<file path="src/rtl/seg_skid_reg_ysyx_23060136_if.sv">
// Handshake bundle for a pipeline segment register: upstream entry with forwarding
// overrides on one side, head entry and occupancy on the other.
interface seg_skid_reg_ysyx_23060136_if #(
  parameter int PAYLOAD_W = 128,
  parameter int N_OPS     = 3,
  parameter int OP_W      = 32
);
  logic                    in_valid;
  logic                    in_ready;
  logic [PAYLOAD_W-1:0]    in_payload;
  logic [N_OPS*OP_W-1:0]   in_ops;
  logic [N_OPS-1:0]        fwd_hazard;
  logic [N_OPS*OP_W-1:0]   fwd_data;
  logic                    out_valid;
  logic                    out_ready;
  logic [PAYLOAD_W-1:0]    out_payload;
  logic [N_OPS*OP_W-1:0]   out_ops;
  logic [1:0]              occ;

  // Upstream/downstream driver side.
  modport master (
    output in_valid, in_payload, in_ops, fwd_hazard, fwd_data, out_ready,
    input  in_ready, out_valid, out_payload, out_ops, occ
  );

  // The segment register itself.
  modport slave (
    input  in_valid, in_payload, in_ops, fwd_hazard, fwd_data, out_ready,
    output in_ready, out_valid, out_payload, out_ops, occ
  );
endinterface

</file>
<file path="src/rtl/seg_skid_reg_ysyx_23060136.sv">
// Pipeline segment register with capture-time operand forwarding, synchronous flush
// and an optional 2-entry skid buffer that keeps in_ready off the out_ready path.
module seg_skid_reg_ysyx_23060136 #(
  parameter int                   PAYLOAD_W   = 128,
  parameter int                   N_OPS       = 3,
  parameter int                   OP_W        = 32,
  parameter logic [PAYLOAD_W-1:0] RST_PAYLOAD = '0,
  parameter bit                   SKID        = 1'b1
) (
  input  logic                          clk,
  input  logic                          rst,
  input  logic                          flush,
  seg_skid_reg_ysyx_23060136_if.slave   bus
);
  localparam int OPS_W = N_OPS * OP_W;

  typedef enum logic [1:0] {
    EMPTY = 2'd0,
    BUSY  = 2'd1,
    FULL  = 2'd2
  } state_e;

  state_e               state_q, state_d;
  logic [PAYLOAD_W-1:0] main_pl_q, main_pl_d;
  logic [OPS_W-1:0]     main_ops_q, main_ops_d;
  logic [PAYLOAD_W-1:0] skid_pl_q, skid_pl_d;
  logic [OPS_W-1:0]     skid_ops_q, skid_ops_d;
  logic [OPS_W-1:0]     cap_ops;
  logic                 in_ready;
  logic                 out_valid;
  logic                 in_hs;
  logic                 out_hs;

  // Forwarding is merged only into the register that captures the entry.
  always_comb begin
    cap_ops = bus.in_ops;
    for (int i = 0; i < N_OPS; i++) begin
      if (bus.fwd_hazard[i]) cap_ops[i*OP_W +: OP_W] = bus.fwd_data[i*OP_W +: OP_W];
    end
  end

  assign out_valid = (state_q != EMPTY);
  assign in_hs     = bus.in_valid & in_ready;
  assign out_hs    = out_valid & bus.out_ready;

  if (SKID) begin : g_skid
    logic in_ready_q;
    always_ff @(posedge clk) begin
      if (rst) in_ready_q <= 1'b1;
      else     in_ready_q <= (state_d != FULL);
    end
    assign in_ready = in_ready_q;
  end else begin : g_single
    assign in_ready = ~out_valid | bus.out_ready;
  end

  always_comb begin
    // NOTE: every next-state value is defaulted first so no branch can infer a latch.
    state_d    = state_q;
    main_pl_d  = main_pl_q;
    main_ops_d = main_ops_q;
    skid_pl_d  = skid_pl_q;
    skid_ops_d = skid_ops_q;
    unique case (state_q)
      EMPTY: if (in_hs) begin
        state_d    = BUSY;
        main_pl_d  = bus.in_payload;
        main_ops_d = cap_ops;
      end
      BUSY: if (in_hs && out_hs) begin
        main_pl_d  = bus.in_payload;
        main_ops_d = cap_ops;
      end else if (in_hs && SKID) begin
        state_d    = FULL;
        skid_pl_d  = bus.in_payload;
        skid_ops_d = cap_ops;
      end else if (out_hs) begin
        state_d    = EMPTY;
        main_pl_d  = RST_PAYLOAD;
        main_ops_d = '0;
      end
      FULL: if (out_hs) begin
        state_d    = BUSY;
        main_pl_d  = skid_pl_q;
        main_ops_d = skid_ops_q;
        skid_pl_d  = RST_PAYLOAD;
        skid_ops_d = '0;
      end
      default: state_d = EMPTY;
    endcase
    // Flush kills everything held; a coincident out_hs already sampled the outputs.
    if (flush) begin
      state_d    = EMPTY;
      main_pl_d  = RST_PAYLOAD;
      main_ops_d = '0;
      skid_pl_d  = RST_PAYLOAD;
      skid_ops_d = '0;
    end
  end

  always_ff @(posedge clk) begin
    // NOTE: data registers are reset too, so an empty stage presents a NOP bubble downstream.
    if (rst) begin
      state_q    <= EMPTY;
      main_pl_q  <= RST_PAYLOAD;
      main_ops_q <= '0;
      skid_pl_q  <= RST_PAYLOAD;
      skid_ops_q <= '0;
    end else begin
      // NOTE: sequential state uses non-blocking assignment so all registers update together.
      state_q    <= state_d;
      main_pl_q  <= main_pl_d;
      main_ops_q <= main_ops_d;
      skid_pl_q  <= skid_pl_d;
      skid_ops_q <= skid_ops_d;
    end
  end

  assign bus.in_ready    = in_ready;
  assign bus.out_valid   = out_valid;
  assign bus.out_payload = main_pl_q;
  assign bus.out_ops     = main_ops_q;
  assign bus.occ         = 2'(state_q);
endmodule

</file>
<file path="src/flat_wrapper.sv">
// flat-port wrapper written by rule: the top's interface ports become plain ports
module seg_skid_reg_ysyx_23060136_flat 
#(
  parameter int                   PAYLOAD_W   = 128,
  parameter int                   N_OPS       = 3,
  parameter int                   OP_W        = 32,
  parameter logic [PAYLOAD_W-1:0] RST_PAYLOAD = '0,
  parameter bit                   SKID        = 1'b1
)
  (clk, rst, flush, bus_in_valid, bus_in_payload, bus_in_ops, bus_fwd_hazard, bus_fwd_data, bus_out_ready, bus_in_ready, bus_out_valid, bus_out_payload, bus_out_ops, bus_occ);
  seg_skid_reg_ysyx_23060136_if #(.PAYLOAD_W(PAYLOAD_W), .N_OPS(N_OPS), .OP_W(OP_W)) bus_i ();
  input  logic clk;
  input  logic rst;
  input  logic flush;
  input wire logic [$bits(bus_i.in_valid)-1:0] bus_in_valid;
  input wire logic [$bits(bus_i.in_payload)-1:0] bus_in_payload;
  input wire logic [$bits(bus_i.in_ops)-1:0] bus_in_ops;
  input wire logic [$bits(bus_i.fwd_hazard)-1:0] bus_fwd_hazard;
  input wire logic [$bits(bus_i.fwd_data)-1:0] bus_fwd_data;
  input wire logic [$bits(bus_i.out_ready)-1:0] bus_out_ready;
  output wire logic [$bits(bus_i.in_ready)-1:0] bus_in_ready;
  output wire logic [$bits(bus_i.out_valid)-1:0] bus_out_valid;
  output wire logic [$bits(bus_i.out_payload)-1:0] bus_out_payload;
  output wire logic [$bits(bus_i.out_ops)-1:0] bus_out_ops;
  output wire logic [$bits(bus_i.occ)-1:0] bus_occ;
  assign bus_i.in_valid = bus_in_valid;
  assign bus_i.in_payload = bus_in_payload;
  assign bus_i.in_ops = bus_in_ops;
  assign bus_i.fwd_hazard = bus_fwd_hazard;
  assign bus_i.fwd_data = bus_fwd_data;
  assign bus_i.out_ready = bus_out_ready;
  assign bus_in_ready = bus_i.in_ready;
  assign bus_out_valid = bus_i.out_valid;
  assign bus_out_payload = bus_i.out_payload;
  assign bus_out_ops = bus_i.out_ops;
  assign bus_occ = bus_i.occ;
  seg_skid_reg_ysyx_23060136 #(.PAYLOAD_W(PAYLOAD_W), .N_OPS(N_OPS), .OP_W(OP_W), .RST_PAYLOAD(RST_PAYLOAD), .SKID(SKID)) u_core (.clk(clk), .rst(rst), .flush(flush), .bus(bus_i));
endmodule
</file>
<file path="config.mk">
export PLATFORM = sky130hd
export DESIGN_NAME = seg_skid_reg_ysyx_23060136_flat
export DESIGN_NICKNAME = d
export VERILOG_FILES = /design/src/rtl/seg_skid_reg_ysyx_23060136_if.sv /design/src/rtl/seg_skid_reg_ysyx_23060136.sv /design/src/flat_wrapper.sv
export SDC_FILE = /design/constraint.sdc
export NUM_CORES = 1
export LEC_CHECK = 0
export BUFFER_PORTS_ARGS = -buffer_cell sky130_fd_sc_hd__buf_2
export CAP_MARGIN = 30
export CORE_ASPECT_RATIO = 1.25
export CORE_UTILIZATION = 35
export DETAILED_ROUTE_END_ITERATION = 10
export PLACE_DENSITY = 0.71
export REMOVE_ABC_BUFFERS = 1
export SYNTH_ARGS = -nofsm -noshare
export SYNTH_HDL_FRONTEND = slang
export SYNTH_SLANG_ARGS = --single-unit
</file>
<file path="constraint.sdc">
create_clock -name clk -period 2.1 [get_ports clk]
set_clock_uncertainty 0.1 [all_clocks]
set_input_delay 0 -clock clk [delete_from_list [all_inputs] [get_ports clk]]
set_output_delay 0 -clock clk [all_outputs]
set_load 0.01 [all_outputs]
</file>
Word-level counts from Yosys, hierarchy flattened
Cells that the tools add are included.
Word-level totals
  register bits after elaboration: 451
  output and inout port bits: 228
  word-level logic and storage cells: 51
Operators by class
  equality and inequality tests: 9
  muxes and demuxes: 26
  bitwise logic cells: 2
  reduce and logical (&&, ||, !) cells: 8
Operators by type and width (number)
  2-to-1 mux 128 bit: 6
  2-to-1 mux 96 bit: 6
  one-hot mux 128 bit (3 select lines): 1
  one-hot mux 96 bit (3 select lines): 1
  one-hot mux 128 bit (2 select lines): 1
  one-hot mux 96 bit (2 select lines): 1
  2-to-1 mux 32 bit: 3
  2-to-1 mux 2 bit: 6
  != test 2 x 1 -> 1 bit (second input constant): 3
  one-hot mux 2 bit (3 select lines): 1
  AND reduction 5 bit: 1
  != test 2 bit (second input constant): 2
  AND reduction 4 bit: 1
  nonzero test 2 bit: 2
  != test 3 x 1 -> 1 bit (second input constant): 1
  != test 3 bit (second input constant): 1
  nonzero test 3 bit: 1
  AND 1 bit: 2
  == test 2 x 1 -> 1 bit (second input constant): 1
  == test 2 bit (second input constant): 1
  zero test 2 bit: 1
  OR reduction 2 bit: 1
  logical AND 1 bit: 1

Depth between registers and ports, before layout
  depth after elaboration: 8
  mapped depth: 10

Worst setup path after synthesis
Ideal clock, no wire load.
  path kind: flip-flop to flip-flop
  from: register u_core.state_q[0] (netlist: u_core.bus.occ[0])
  to: register u_core.skid_ops_q[91]
  setup time: 70 ps
  arrival: 1925 ps
  data required time: 1930 ps
  setup slack: 4 ps
  stages on the path, launching flop included: 10
  clock period less this slack: 2096 ps
  path through: dfxtp_1 > inv_1 > ha_1 > buf_4 > nand4bb_1 > o31a_1 > buf_6 > buf_6 > or3_1 > a21oi_1
On the way
  cells in the longest elaborated chain, start to end: 5
Ends and longest elaborated chain
  start: declaration: RTL line seg_skid_reg_ysyx_23060136.sv:23  | state_e state_q, state_d;
  start signal: assignment: RTL line seg_skid_reg_ysyx_23060136.sv:111  | state_q <= state_d;
  nonzero test 2 bit: RTL line seg_skid_reg_ysyx_23060136.sv:42  | assign out_valid = (state_q != EMPTY);
  AND 1 bit: RTL line seg_skid_reg_ysyx_23060136.sv:44  | assign out_hs = out_valid & bus.out_ready;
  logical AND 1 bit: RTL line seg_skid_reg_ysyx_23060136.sv:70  | BUSY: if (in_hs && out_hs) begin
  != test 2 bit (no line)
  AND reduction 4 bit (no line)
  end signal: assignment: RTL line seg_skid_reg_ysyx_23060136.sv:115  | skid_ops_q <= skid_ops_d;
  end: declaration: RTL line seg_skid_reg_ysyx_23060136.sv:27  | logic [OPS_W-1:0] skid_ops_q, skid_ops_d;
Several ways; a longest one is shown, not always the timed one.
A chain may end at the register's enable or synchronous reset.

Worst setup path in the final report
  from: register u_core.state_q[0] (netlist: u_core.bus.occ[0])
  to: register u_core.skid_ops_q[90]
Same word-level chain as after synthesis.

==> results.md <==
* Fraction of layout cells with a size suffix above 1 at between 30% and 40%
* Failing checks: negative setup slack
* Met1 layer usage reported by global route at about 28%
* Finished Layout Cells at around 3700
* Clock root cell: clkbuf_16
* Syn Inst Count at approximately 2200
* Layout area overhead at 59.6%
* # rows at 93
* Number of synthesized flops with an enable pin at 0
* YS warnings at 0
* GPL Wtd Cong at between 0.8 and 0.9
* Vias per cell at between 5 and 6
* Fin. max-slew vios at 0
* Top cells by area, synth: dfxtp_1, a21oi_1, o21ai_0
* GR peak layer: met2
* Max-slew headroom at around half
* Clock network power share at approximately 40%
* Pwr Density at about 740 mW/mm^2
* WP data required at approximately 2.5 ns
* Kind of start point of the critical path: register
* Pint at between 0.015 and 0.02 W
* First-pass GRT wire length at 106000 um
* Vias in the first global route at about 20000
* FMAX at 455 MHz
* Initial Util at a little over a third
* Critical Path Sink Type: register
* Maxcap violations at 0
* Largest net degree at the start of global routing at around 120
* Port bufs at ~560
* Placed instance count at 3276
* Status: finished with violations
* Avg WL per Cell at 20.9 um
* Final hold vios at 0
* RSZ-0062 raised after global routing: true
* Worst-path clk slew at 0.07 ns
* Drt pass-1 iters at 8
* CTS tree: yes
* DIE AREA at ~0.054 mm^2
* TritonCTS buffer count at 46
* Syn avg cell area at 8.55 um^2
* Synth Flop Type: dfxtp_1
* Switching Fraction at 26.8%
* Routed Antenna Nets at 0
* Num ports at 556
* H-tree depth at 2
* Vias at about 22000
* Peak supply drop at roughly 0.57 mV
* Final setup vio count at 54
* Psw at between 0.005 and 0.006 W
* DP Wirelength at 41200 um
* DIE HEIGHT at approximately 260 um
* Crit path time final at approximately 2.2 ns
* Iter 0 DRT Violations at roughly 2400
* GRT Total Usage at 23.9%
* Layout Nets at about 3400
* FFs w/ async S/R, synth at 0%
* Area leader, netlist: dfxtp_1
* FF-to-FF setup slack at -0.1 ns
* DRC at 0
* Pre-CTS worst setup slack at -0.151 ns
* Yosys cell types at 35
* Sequential power share at between 40% and 50%
* WHS Endpoint: u_core.bus.out_payload[47]$_SDFFE_PP0P_
* Worst EP arrival at 2.58 ns
* Min-delay src: bus_in_payload[47]
* Seq/Total Area, Yosys at about half
* Crit-path max FO at 30
* Initial antenna violation count at 2
* #FFs+latches synth at 451
* Least-Margin Pin Slew at ~0.76 ns
* Top-count cell post-synth: dfxtp_1
* Post-Syn Area at around 0.019 mm^2
* Die width at between 200 and 250 um
* Critical R2R Capture: u_core.skid_ops_q[90]$_SDFFE_PP0P_
* M2 GR Usage at 42.1%
* Share of the synthesized area in the top cell type at about half
* M3 GR Usage at approximately 3.5%
* Hold Path Depth at 4
* Grt ovf at 0
* Buffer depth of the longest clock path at 3
* Worst min path class: in2reg
* Cells on worst reg2reg path at 8
* Logic pwr share at 19.3%
* Core footprint at between 0.05 and 0.06 mm^2
* WL final at approximately 80000 um
* Clk_lat worst skew at 0.57 ns
* Crit share post-route at 105%
* R2r startpoint: u_core.bus.occ[0]$_SDFF_PP0_
* Top cells by count, synth: dfxtp_1, a21oi_1, o21ai_0, nand2_1, clkbuf_1
* Final WS setup at -0.0974 ns
* CTS Sinks at 451
* Crit Path Category: reg2reg
* Leakage at around 12 nW
* CP startpoint: u_core.bus.occ[0]$_SDFF_PP0_
==> power groups by stage <==
stage	Combinational, W	Clock [W]	Sequential (W)
3_5_place_dp	0.00286	0	0.00924
4_1_cts	0.00343	0.00858	0.00905
5_1_grt	0.00441	0.00895	0.00910
2_1_floorplan	0.00135	0	0.00933
6_report	0.00420	0.00852	0.00908
3_3_place_gp	0.00281	0	0.00923
==> sequential cells by signal, indices dropped and copies added (netlist names) <==
signal                  flops
u_core.bus.in_ready         1
u_core.bus.occ              2
u_core.skid_ops_q          96
u_core.bus.out_ops         96
u_core.skid_pl_q          128
u_core.bus.out_payload    128
==> layer usage <==
metal / vias up / wire, um
met4: 0 / 5110
met5: - / 0
met2: 1468 / 38500
met3: 390 / 5820
met1: 10300 / 28900
li1: 9622 / -
==> cell usage in the layout, fill, tap and decap left out, types with 12 or more instances in the layout <==
cell	synthesis	layout
a221oi_1	128	107
o21ai_0	227	211
a2bb2oi_1	97	46
buf_6	7	15
buf_2	51	555
a21oi_1	321	289
or3_4	0	21
a21oi_2	0	31
buf_16	0	16
mux2i_1	96	96
a2bb2oi_2	0	48
buf_12	0	35
o21ai_1	0	13
a221oi_2	0	21
nor2_1	131	130
clkbuf_16	0	72
nand3_1	128	128
dfxtp_1	451	450
clkinv_2	0	12
buf_4	1	85
or3_1	96	75
nand2_1	225	225
dlygate4sd3_1	0	325
==> per-stage QoR <==
| step | TNS (ns) | hold slack [ns] | total power (W) | utilization (%) | area [um^2] |
|---|---|---|---|---|---|
| 3_3_place_gp | -0.952 | 0.168 | 0.0120 | 43.7 | 22700 |
| 4_1_cts | -0.0348 | 0.117 | 0.0211 | 53.3 | 27600 |
| 3_5_place_dp | -12.97 | 0.173 | 0.0121 | 43.7 | 22700 |
| 6_report | -1.33 | 0.139 | 0.0218 | 56.9 | 29500 |
| 2_1_floorplan | -2674.87 | 0.0315 | 0.0107 | - | 17500 |
| 5_1_grt | -7.85 | 0.135 | 0.0225 | 56.9 | 29500 |
==> critical path, cell delays in order, from the launching register on <==
cell	delay, ns
dfxtp_4	0.36
inv_4	0.05
buf_6	0.11
ha_4	0.18
o31a_4	0.41
buf_12	0.17
buf_12	0.16
or3_4	0.39
a21oi_2	0.17
==> final cells by class <==
type,instances,area (um^2)
multi-input combinational,1474,9330
clock buffer,65,1380
fill,4048,22400
sequential,451,9030
clock inverter,20,193
inverter,5,28.8
timing repair buffer,1065,8740
antenna,3,7.51
tap,665,832
==> worst max path at each step <==
| stage | end | slack [ns] | cells past startpoint |
|---|---|---|---|
| final | u_core.skid_ops_q[90]$_SDFFE_PP0P_ | -0.1 | 8 |
| after global routing | u_core.bus.out_ops[40]$_SDFFE_PP0P_ | -0.15 | 10 |
| after CTS | u_core.skid_ops_q[1]$_SDFFE_PP0P_ | -0.01 | 8 |
| after detailed placement | u_core.skid_pl_q[48]$_SDFFE_PP0P_ | -0.15 | 9 |
| after global placement | u_core.bus.out_payload[126]$_SDFFE_PP0P_ | -0.07 | 10 |
| after floorplan | u_core.skid_pl_q[0]$_SDFFE_PP0P_ | -6.99 | 5 |
==> timing repair <==
item	4_1_cts	5_1_grt
hold buffers	325	0
buffers inserted	0	28
gates resized for setup	23	202
cloned	1	30
endpoints found under the hold margin	451	0
pin swaps	5	70
endpoints found under the setup margin	238	423
==> logic make-up after synthesis <==
logic type / synth area share [%]
DFF: 48.8
buffers and inverters: 5.50
adders and majority gates: 0.270
AOI/OAI and AO/OA: 25.9
muxes: 5.19
and+or+nand+nor: 14.4
Note: power is estimated with default switching activity, not from simulation.
